[config.mk]
export PLATFORM = sky130hd
export DESIGN_NAME = snn_timestep_sequencer
export DESIGN_NICKNAME = d
export VERILOG_FILES = /design/src/rtl/snn_timestep_sequencer.sv
export SDC_FILE = /design/constraint.sdc
export NUM_CORES = 1
export LEC_CHECK = 0
export ABC_CLOCK_PERIOD_IN_PS = 7300
export CAP_MARGIN = 20
export CORE_MARGIN = 2
export CORE_UTILIZATION = 45
export CTS_CLUSTER_DIAMETER = 120
export DETAILED_ROUTE_END_ITERATION = 16
export PLACE_DENSITY = 0.72
export SLEW_MARGIN = 20
export SYNTH_ARGS = -nofsm -noshare
export SYNTH_HDL_FRONTEND = slang
export SYNTH_SLANG_ARGS = --single-unit
[constraint.sdc]
create_clock -name clk -period 7.3 [get_ports clk]
set_input_delay 1.095 -clock clk [delete_from_list [all_inputs] [get_ports clk]]
set_output_delay 1.095 -clock clk [all_outputs]
set_load 0.005 [all_outputs]
[src/rtl/snn_timestep_sequencer.sv]
// Timestep sequencer for a spiking neuron layer: input handshake, integration window, delay pulse, spike capture/count.
// Optional run abort port is compiled in when SNN_SEQ_ABORT_EN is defined.
module snn_timestep_sequencer #(
  parameter int M     = 2,
  parameter int N     = 4,
  parameter int CNT_W = 8
) (
  input  logic               clk,
  input  logic               reset,
  input  logic               start,
  input  logic [7:0]         num_steps,
  input  logic [3:0]         settle_cycles,
  input  logic               in_valid,
  input  logic [M-1:0]       in_spikes,
  output logic               in_ready,
  input  logic [N-1:0]       layer_spikes,
  output logic               layer_enable,
  output logic               layer_delay_clk,
  output logic [M-1:0]       layer_input_spikes,
  output logic [N-1:0]       step_spikes,
  output logic               step_valid,
  output logic [N*CNT_W-1:0] spike_counts,
  output logic               busy,
  output logic               done
`ifdef SNN_SEQ_ABORT_EN
  ,
  input  logic               abort
`endif
);

  typedef enum logic [2:0] {
    IDLE,
    WAIT_IN,
    RUN,
    DELAY,
    CAPTURE
  } state_t;

  state_t             state;
  logic [7:0]         steps_q;
  logic [3:0]         settle_q;
  logic [7:0]         step_idx;
  logic [3:0]         win_cnt;
  logic [N-1:0]       sticky;
  logic [N-1:0]       final_sticky;
  logic [N*CNT_W-1:0] counts_inc;
  logic               abort_hit;

`ifdef SNN_SEQ_ABORT_EN
  assign abort_hit = abort && (state != IDLE);
`else
  assign abort_hit = 1'b0;
`endif

  // The sample taken in the current cycle still belongs to the step being closed.
  assign final_sticky = sticky | layer_spikes;

  // NOTE: every variable written in always_comb gets a default first, so no latch is inferred.
  always_comb begin
    counts_inc = spike_counts;
    for (int i = 0; i < N; i++) begin
      if (final_sticky[i] && (spike_counts[i*CNT_W +: CNT_W] != {CNT_W{1'b1}})) begin
        counts_inc[i*CNT_W +: CNT_W] = spike_counts[i*CNT_W +: CNT_W] + CNT_W'(1);
      end
    end
  end

  // NOTE: sequential state uses non-blocking assignments only, so every register samples pre-edge values.
  always_ff @(posedge clk or posedge reset) begin
    if (reset) begin
      state              <= IDLE;
      steps_q            <= '0;
      settle_q           <= '0;
      step_idx           <= '0;
      win_cnt            <= '0;
      sticky             <= '0;
      in_ready           <= 1'b0;
      layer_enable       <= 1'b0;
      layer_delay_clk    <= 1'b0;
      layer_input_spikes <= '0;
      step_spikes        <= '0;
      step_valid         <= 1'b0;
      spike_counts       <= '0;
      busy               <= 1'b0;
      done               <= 1'b0;
    end else begin
      done       <= 1'b0;
      step_valid <= 1'b0;
      if (abort_hit) begin
        state              <= IDLE;
        in_ready           <= 1'b0;
        layer_enable       <= 1'b0;
        layer_delay_clk    <= 1'b0;
        layer_input_spikes <= '0;
        busy               <= 1'b0;
        done               <= 1'b1;
      end else begin
        case (state)
          IDLE: begin
            if (start) begin
              if (num_steps != 8'd0) begin
                steps_q      <= num_steps;
                settle_q     <= settle_cycles;
                spike_counts <= '0;
                step_idx     <= '0;
                in_ready     <= 1'b1;
                busy         <= 1'b1;
                state        <= WAIT_IN;
              end else begin
                done <= 1'b1;
              end
            end
          end
          WAIT_IN: begin
            if (in_valid) begin
              layer_input_spikes <= in_spikes;
              sticky             <= '0;
              win_cnt            <= '0;
              in_ready           <= 1'b0;
              layer_enable       <= 1'b1;
              state              <= RUN;
            end
          end
          RUN: begin
            sticky <= final_sticky;
            if (win_cnt == settle_q) begin
              layer_enable    <= 1'b0;
              layer_delay_clk <= 1'b1;
              state           <= DELAY;
            end else begin
              win_cnt <= win_cnt + 4'd1;
            end
          end
          DELAY: begin
            sticky          <= final_sticky;
            layer_delay_clk <= 1'b0;
            state           <= CAPTURE;
          end
          CAPTURE: begin
            step_spikes        <= final_sticky;
            step_valid         <= 1'b1;
            spike_counts       <= counts_inc;
            layer_input_spikes <= '0;
            if (step_idx == steps_q - 8'd1) begin
              done  <= 1'b1;
              busy  <= 1'b0;
              state <= IDLE;
            end else begin
              step_idx <= step_idx + 8'd1;
              in_ready <= 1'b1;
              state    <= WAIT_IN;
            end
          end
          default: begin
            state    <= IDLE;
            in_ready <= 1'b0;
            busy     <= 1'b0;
          end
        endcase
      end
    end
  end

endmodule
==> results of run 1 <==
## worst paths after layout
path / cells past startpoint / end / slack (ps)
worst max register to register: 8 / spike_counts[6] / 4480
max in group asynchronous: 3 / spike_counts[15] / 5340
min in group asynchronous: 3 / spike_counts[5] / 1340
worst min register to register: 2 / layer_enable / 490
worst min-delay path: 2 / layer_enable / 490
worst max-delay path: 8 / spike_counts[6] / 4190
## critical path: cells and delay by family
kind            cells  cell delay (ps)
compound gates      2              560
buf+inv             2              730
simple gates        4             1000
## power by group through the flow
| stage | Combinational (mW) | Clock, mW | Sequential, mW |
|---|---|---|---|
| floorplan | 0.365 | 0 | 0.588 |
| global placement | 0.495 | 0 | 0.624 |
| detailed placement | 0.511 | 0 | 0.627 |
| CTS | 0.515 | 0.359 | 0.621 |
| global route | 0.578 | 0.376 | 0.640 |
| finish | 0.511 | 0.351 | 0.623 |
## layout make-up
| type | instances | share of cell area [%] |
|---|---|---|
| tap | 105 | 2.71 |
| inverter | 9 | 0.696 |
| clock buffer | 9 | 2.55 |
| timing repair buffer | 68 | 13.9 |
| clock inverter | 7 | 1.88 |
| sequential | 75 | 38.7 |
| multi-input combinational | 325 | 39.6 |
## sequential cells by signal (all words and copies together) (netlist names)
name / cells
in_ready: 1
settle_q: 4
layer_input_spikes: 2
step_valid: 1
spike_counts: 32
done: 1
step_idx: 8
busy: 1
layer_enable: 1
step_spikes: 4
state: 3
win_cnt: 4
sticky: 4
layer_delay_clk: 1
steps_q: 8
## cells by family (layout without fill, tap and decap cells)
group                      after synthesis  count (layout)  synth area share [%]
and+or+nand+nor                        209             209                  25.4
DFF                                     75              75                  48.1
AOI/OAI and AO/OA                       65              65                  11.3
xor gates and xnor gates                36              36                  8.08
buffers and inverters                   26              93                  2.69
muxes                                    8               8                  2.18
adders and majority gates                7               7                  2.25
## per-stage QoR
| step | std cells | cell area, sq um | utilization, % | setup slack (ps) | total power [mW] |
|---|---|---|---|---|---|
| finish | 598 | 4850 | 58.5 | 4190 | 1.48 |
| floorplan | 426 | 3900 | - | 4300 | 0.953 |
| global route | 598 | 4850 | 58.5 | 3980 | 1.59 |
| detailed placement | 582 | 4630 | 55.8 | 3500 | 1.14 |
| global placement | 582 | 4630 | 55.8 | 3610 | 1.12 |
| CTS | 598 | 4850 | 58.4 | 3880 | 1.50 |
## routing by layer
layer | global-route usage [%] | part of all wire (%)
met1 | 29.7 | 50
met4 | 4.98 | 0.97
met3 | 3.67 | 3.5
met5 | 0 | 0
met2 | 30.4 | 45
## cell usage after synthesis (2+ instances only)
cell	instances	area, sq um
nor4_1	11	68.8
and2_1	3	18.8
nor4_2	2	25.0
inv_1	9	33.8
or4_1	2	15.0
xor2_1	20	175
and3_1	2	12.5
nor4b_1	3	26.3
buf_2	5	25.0
a21oi_1	22	110
nor2b_1	2	12.5
nor2_1	51	191
mux2i_1	7	70.1
xnor2_1	16	140
nand2b_1	11	68.8
dfrtp_1	75	1880
clkbuf_1	10	37.5
nor3_1	5	25.0
nand2_1	76	285
nand3_1	24	120
ha_1	7	87.6
a211oi_1	4	30.0
nand4_1	10	62.6
o21a_1	3	22.5
o21ai_0	16	80.1
==> flow_summary.ini, run 1 <==
[run_status]
status = complete, no violations

[synthesis]
avgSynthCellArea_sq_um = 9.15
synth.cell_area_sq_um = 3900
synth-seq-area-share_pct = 48.1
syn_inst = 426
yosys_warnings = 0
synth_fp_nets = 455
synth_cell_type_count = 55
ys_ff_latch = 75
async_flop_share_pct = 100
synth_edf_count = 0
synth-main-ff-cell = dfrtp_1

[setup_path]
path_cells = clkdlybuf4s50_1, nor4b_1, buf_4, a21bo_2, nand2_1, nand3_1, or3_1, a21oi_1
startpoint = start
cp_data_arrival_time_ps = 3390
critPathLaunchType = input port
path_class = in -> reg
crit_fanout = 24
cpPeakStageDelay_ps = 490
slowest_stage = clkdlybuf4s50_1
required_ps = 7580
regToRegStartpoint = state[0]
end_kind = flop

[timing]
hold_viol_final = 0
setup_viol = 0
rsz0062_at_grt = false
max_freq_ghz = 0.321
fin_setup_tns_ps = 0
layout_min_cycle_time_ps = 3110
maxSlewViolCount = 0
max_slew_margin_pct = 37.0
hold_slack_ps = 485
post-route-period-util_pct = 42.7
worst_slew_pin_slew_ps = 945
skew_ps = 6.53

[worst_hold_path]
hp-class = reg -> reg
min_from = layer_enable

[floorplanning]
initial_core_util_pct = 47.0
die_h_um = 97.1
core_sq_um = 8300
io-pin-count = 66
dieWidth_um = 97.1
fp-row-count = 33
die-area_sq_um = 9430

[grt]
gr-total-overflow = 0
grt_pass1_wl_mm = 15.6
grt_max_degree = 76
first_global_vias = 3213
antenna_found_initial = 0
track_usage_pct = 20.0

[placement]
gp_congestion = 0.826
portBuffers = 65
place_hpwl_mm = 6.21

[routing]
wire_per_inst_um = 15.1
route.detailed.drc = 0
dr.pass1.iters = 4
vias_per_cell = 5.40
vias = 3229
dr.first_iter.drc_count = 147
wl_mm = 9.01
drtAntennaViolNets = 0

[finish]
final_common_cell = nand2_1
multi_input_area_sq_um = 1920
fill_cells = 730
syn2layout_area_growth_pct = 24.4
layout_common_cells = nand2_1, dfrtp_1, clkdlybuf4s50_1
diodes = 0
layout-drive-gt1-share_pct = 6.90
regArea_sq_um = 1880
finalNetCount = 517

[pwr]
sequentialPowerShare_pct = 41.9
cellPowerDensity_nw_per_um2 = 306
vdd_drop_max_v = 0.000125
switching_share_pct = 37.9
comb_power_share_pct = 34.4
power_frac_clock_pct = 23.6
p_sw_uw = 563
p_leak_nw = 2.07
internal_power_uw = 922

[clock_network]
clk_pin_slew_ps = 80
cts_buffer_depth = 2
root_buffer = clkbuf_8
clock-sinks = 75
cts_tree = built
tritoncts.num_buffers = 9
cts_resized = 0
htree_num_levels = 3
clk_latency_ps = 350
hold_buffers = 0
post_cts_buffers = 0

[flow_run]
max-cap-violations = 0
(Power assumes the default switching activity.)
==> inputs of run 2 (changes only) <==
--- a/config.mk
+++ b/config.mk
@@ -5,7 +5,7 @@
 export SDC_FILE = /design/constraint.sdc
 export NUM_CORES = 1
 export LEC_CHECK = 0
-export ABC_CLOCK_PERIOD_IN_PS = 7300
+export ABC_CLOCK_PERIOD_IN_PS = 3000
 export CAP_MARGIN = 20
 export CORE_MARGIN = 2
 export CORE_UTILIZATION = 45
==> constraint.sdc (replaced) <==
create_clock -name clk -period 3 [get_ports clk]
set_input_delay 0.45 -clock clk [delete_from_list [all_inputs] [get_ports clk]]
set_output_delay 0.45 -clock clk [all_outputs]
set_load 0.005 [all_outputs]
==> run 2 against run 1 <==
Against the previous run: sequential power increased by 140%; die area unchanged; flip-flop and latch count unchanged; clock power increased by 100%; non-clock buffer count increased by 5; core utilization increased by 0.23 points; final cell count increased by 0.84%; final area increased by 0.39%; largest cell class unchanged.
==> flow_summary.ini, run 2 (synthesis results as in run 1) <==
[run_status]
status = complete, no violations

[clock_network]
cts_buffer_depth = 2
cts_tree = built
htree_num_levels = 3
cts_resized = 0
clk_latency_ps = 360
post_cts_buffers = 0
root_buffer = clkbuf_8
clk_pin_slew_ps = 90
tritoncts.num_buffers = 9
hold_buffers = 0
clock-sinks = 75

[timing]
max_freq_ghz = 0.393
rsz0062_at_grt = false
layout_min_cycle_time_ps = 2550
max_slew_margin_pct = 70.5
worst_slew_pin_slew_ps = 439
setup_viol = 0
post-route-period-util_pct = 84.9
skew_ps = 16.3
fin_setup_tns_ps = 0
maxSlewViolCount = 0
hold_viol_final = 0

[grt]
track_usage_pct = 20.1
first_global_vias = 3303
antenna_found_initial = 0
grt_pass1_wl_mm = 15.7
grt_max_degree = 76
gr-total-overflow = 0

[floorplanning]
die_h_um = 97.1
io-pin-count = 66
dieWidth_um = 97.1
core_sq_um = 8300
die-area_sq_um = 9430
fp-row-count = 33
initial_core_util_pct = 47.0

[finish]
diodes = 0
reg_top3 = spike_counts x32, step_idx x8, steps_q x8
multi_input_area_sq_um = 1920
layout_common_cells = nand2_1, dfrtp_1, clkdlybuf4s50_1
finalInstanceArea_sq_um = 4870
final_common_cell = nand2_1
regArea_sq_um = 1880
layout-drive-gt1-share_pct = 7.43
largest_reg_flops = 32
finalNetCount = 522
fill_cells = 764
syn2layout_area_growth_pct = 24.9
regMostFlops = spike_counts

[pwr]
power_frac_clock_pct = 20.2
p_sw_mw = 1.39
p_leak_nw = 2.08
switching_share_pct = 39.5
internal_power_mw = 2.13
sequentialPowerShare_pct = 42.7
comb_power_share_pct = 37.1
vdd_drop_max_v = 0.000343
total_power_mw = 3.52
cellPowerDensity_nw_per_um2 = 722

[setup_path]
r2r_setup_slack_ps = 450
required_ps = 3250
crit_fanout = 6
r2r.worst_path.cells = 8
critPathLaunchType = flop
timing.rr.end = step_idx[2]
regToRegStartpoint = steps_q[0]
path_class = reg -> reg
end_kind = flop
cp_data_arrival_time_ps = 2790

[placement]
place_hpwl_mm = 6.22
placed_cell_area_sq_um = 4700
gp_congestion = 0.848
portBuffers = 65

[routing]
dr.pass1.iters = 4
drtAntennaViolNets = 0
route.detailed.drc = 0
wire_per_inst_um = 14.8
vias_per_cell = 5.42
wl_mm = 8.90
dr.first_iter.drc_count = 133
vias = 3267

[flow_run]
max-cap-violations = 0

[worst_hold_path]
hp-class = in -> async
run 2: changes by cell type in the layout (fill, tap and decap cells not counted), sizes merged:
cell,previous run,this run
buf,3,8
inv,10,11
clkbuf,9,10
bufinv,2,0
run 2: routing by layer:
metal  global-route usage (%)  wire (um)
met4                     6.50        109
met5                        0          0
met2                     31.0       4040
met1                     27.7       4280
met3                     5.32        477
run 2: cell type report:
type                       instances  share of cell area [%]
sequential                        75                    38.5
timing repair buffer              73                    15.1
inverter                           9                   0.694
clock inverter                     6                   0.976
tap                              105                    2.70
multi-input combinational        325                    39.4
clock buffer                      10                    2.62
run 2: metrics by stage:
stage / cells / util, % / hold slack (ps) / setup slack [ps]
after floorplan: 426 / - / 465 / 640
after global placement: 587 / 56.6 / 475 / 444
after detailed placement: 587 / 56.6 / 483 / 341
after CTS: 603 / 58.7 / 506 / 475
after global routing: 603 / 58.7 / 537 / 259
final: 603 / 58.7 / 482 / 454
run 2: worst max path at each step:
stage	startpoint	to	slack [ps]
finish	steps_q[0]	step_idx[2]	450
global route	steps_q[0]	in_ready	260
CTS	steps_q[0]	step_idx[2]	480
detailed placement	num_steps[2]	spike_counts[31]	340
global placement	num_steps[2]	spike_counts[31]	440
floorplan	reset	busy	640
run 2: power groups by stage:
stage	Sequential, mW	Clock (mW)	Combinational (mW)
after floorplan	1.43	0	0.889
after global placement	1.51	0	1.27
after detailed placement	1.51	0	1.31
after CTS	1.50	0.721	1.32
after global routing	1.55	0.768	1.47
final	1.50	0.711	1.30
run 2: critical path, cell delays in order (launching register included):
cell and delay (ps):
dfrtp_1 430, inv_1 90, ha_1 220, or3b_1 420, nor4_1 360, o2111ai_2 190
nor3_4 320, a21oi_2 110, mux2_4 300
==> inputs of run 3 (changes only) <==
--- a/config.mk
+++ b/config.mk
@@ -5,7 +5,7 @@
 export SDC_FILE = /design/constraint.sdc
 export NUM_CORES = 1
 export LEC_CHECK = 0
-export ABC_CLOCK_PERIOD_IN_PS = 3000
+export ABC_CLOCK_PERIOD_IN_PS = 2600
 export CAP_MARGIN = 20
 export CORE_MARGIN = 2
 export CORE_UTILIZATION = 45
==> constraint.sdc (replaced) <==
create_clock -name clk -period 2.6 [get_ports clk]
set_input_delay 0.39 -clock clk [delete_from_list [all_inputs] [get_ports clk]]
set_output_delay 0.39 -clock clk [all_outputs]
set_load 0.005 [all_outputs]
==> run 3 against run 2 <==
Against the previous run: routed wire length rose by 3.8%; final cell count rose by 1.3%; flip-flop and latch count is the same; sequential power increased by 16%; count of clock-buffer cells in the layout down 1; combinational power is 19% higher; sequential share of layout area decreased by 0.67 points; critical path depth is the same.
==> flow_summary.ini, run 3 (synthesis results as in run 1) <==
[clock_network]
post_cts_buffers = 0
cts_buffer_depth = 2
root_buffer = clkbuf_8
clk_pin_slew_ps = 80
clock-sinks = 75
hold_buffers = 0
clk_latency_ps = 350
cts_tree = built
htree_num_levels = 3
cts_resized = 0
tritoncts.num_buffers = 9

[run_status]
status = complete, no violations

[finish]
layout-drive-gt1-share_pct = 9.49
final_common_cell = nand2_1
syn2layout_area_growth_pct = 27.1
finalInstanceArea_sq_um = 4960
diodes = 0
largest_reg_flops = 32
layout_common_cells = nand2_1, dfrtp_1, clkdlybuf4s50_1
reg_top3 = spike_counts x32, step_idx x8, steps_q x8
regMostFlops = spike_counts
finalNetCount = 530

[pwr]
vdd_drop_max_v = 0.000420
cellPowerDensity_nw_per_um2 = 844
p_leak_nw = 2.12

[routing]
wl_mm = 9.24
dr.pass1.iters = 4
route.detailed.drc = 0
dr.first_iter.drc_count = 159
vias = 3335
wire_per_inst_um = 15.1
vias_per_cell = 5.46
drtAntennaViolNets = 0

[setup_path]
path_cells = inv_1, ha_2, or3b_1, o31a_1, o2111ai_2, nor3_4, a2111oi_4, mux2i_1
path_class = reg -> reg
timing.rr.end = step_idx[7]
critPathLaunchType = flop
r2r.worst_path.cells = 8
required_ps = 2880
end_kind = flop
slowest_stage = dfrtp_1
cpPeakStageDelay_ps = 440
crit_fanout = 6
cp_data_arrival_time_ps = 2750
r2r_setup_slack_ps = 120
regToRegStartpoint = steps_q[0]

[floorplanning]
core_sq_um = 8300
dieWidth_um = 97.1
die-area_sq_um = 9430
io-pin-count = 66
fp-row-count = 33
die_h_um = 97.1
initial_core_util_pct = 47.0

[timing]
maxSlewViolCount = 0
max_slew_margin_pct = 69.4
setup_viol = 0
max_freq_ghz = 0.404
fin_setup_tns_ps = 0
post-route-period-util_pct = 95.3
worst_slew_pin_slew_ps = 456
skew_ps = 9.08
hold_viol_final = 0
layout_min_cycle_time_ps = 2480

[flow_run]
max-cap-violations = 0

[grt]
track_usage_pct = 20.5
grt_pass1_wl_mm = 16.0
first_global_vias = 3320
grt_max_degree = 36
antenna_found_initial = 0
gr-total-overflow = 0

[placement]
place_hpwl_mm = 6.66
placed_cell_area_sq_um = 4760
portBuffers = 65
gp_congestion = 0.870

[worst_hold_path]
hp-class = in -> async
## run 3: layout make-up
type	instances	area (sq um)
Inverter	9	33.8
Tap cell	105	131
Multi-Input combinational cell	325	1930
Clock inverter	7	68.8
Timing Repair Buffer	81	796
Fill cell	708	3340
Clock buffer	9	124
Sequential cell	75	1880
## run 3: metrics by stage
step                      hold slack (ps)  power, mW  utilization [%]  cells  setup slack [ps]
after floorplan                       465       2.68                -    426               300
after detailed placement              470       3.30             57.3    595               121
after CTS                             324       4.20             59.6    611               114
final                                 321       4.18             59.7    611               122
after global routing                  345       4.49             59.7    611             -3.10
after global placement                472       3.25             57.3    595               226
## run 3: metal layers
metal	global-route usage (%)	wire length [um]
met1	29.1	4350
met2	31.0	4200
met3	5.40	582
met4	6.18	110
met5	0	0
## run 3: worst max-delay path by stage
stage	to	from	slack, ps
final	step_idx[7]	steps_q[0]	120
after global routing	step_idx[7]	steps_q[0]	-3
after global placement	step_idx[2]	steps_q[0]	230
after detailed placement	step_idx[7]	steps_q[0]	120
after floorplan	busy	reset	300
after CTS	step_idx[7]	steps_q[0]	110
## run 3: report_power, final
part           switching (mW)  internal, mW
clock network           0.449         0.439
logic                   0.852         0.702
registers               0.311          1.43
## run 3: critical path: cells and delay by family, from the launching register on
family	cells	cell delay [ps]
AND/OR/NAND/NOR	2	530
adder cells (fa/ha/maj)	1	210
flip-flops	1	440
multiplexers	1	230
AO/OA/AOI/OAI	3	920
buffers and inverters	1	100
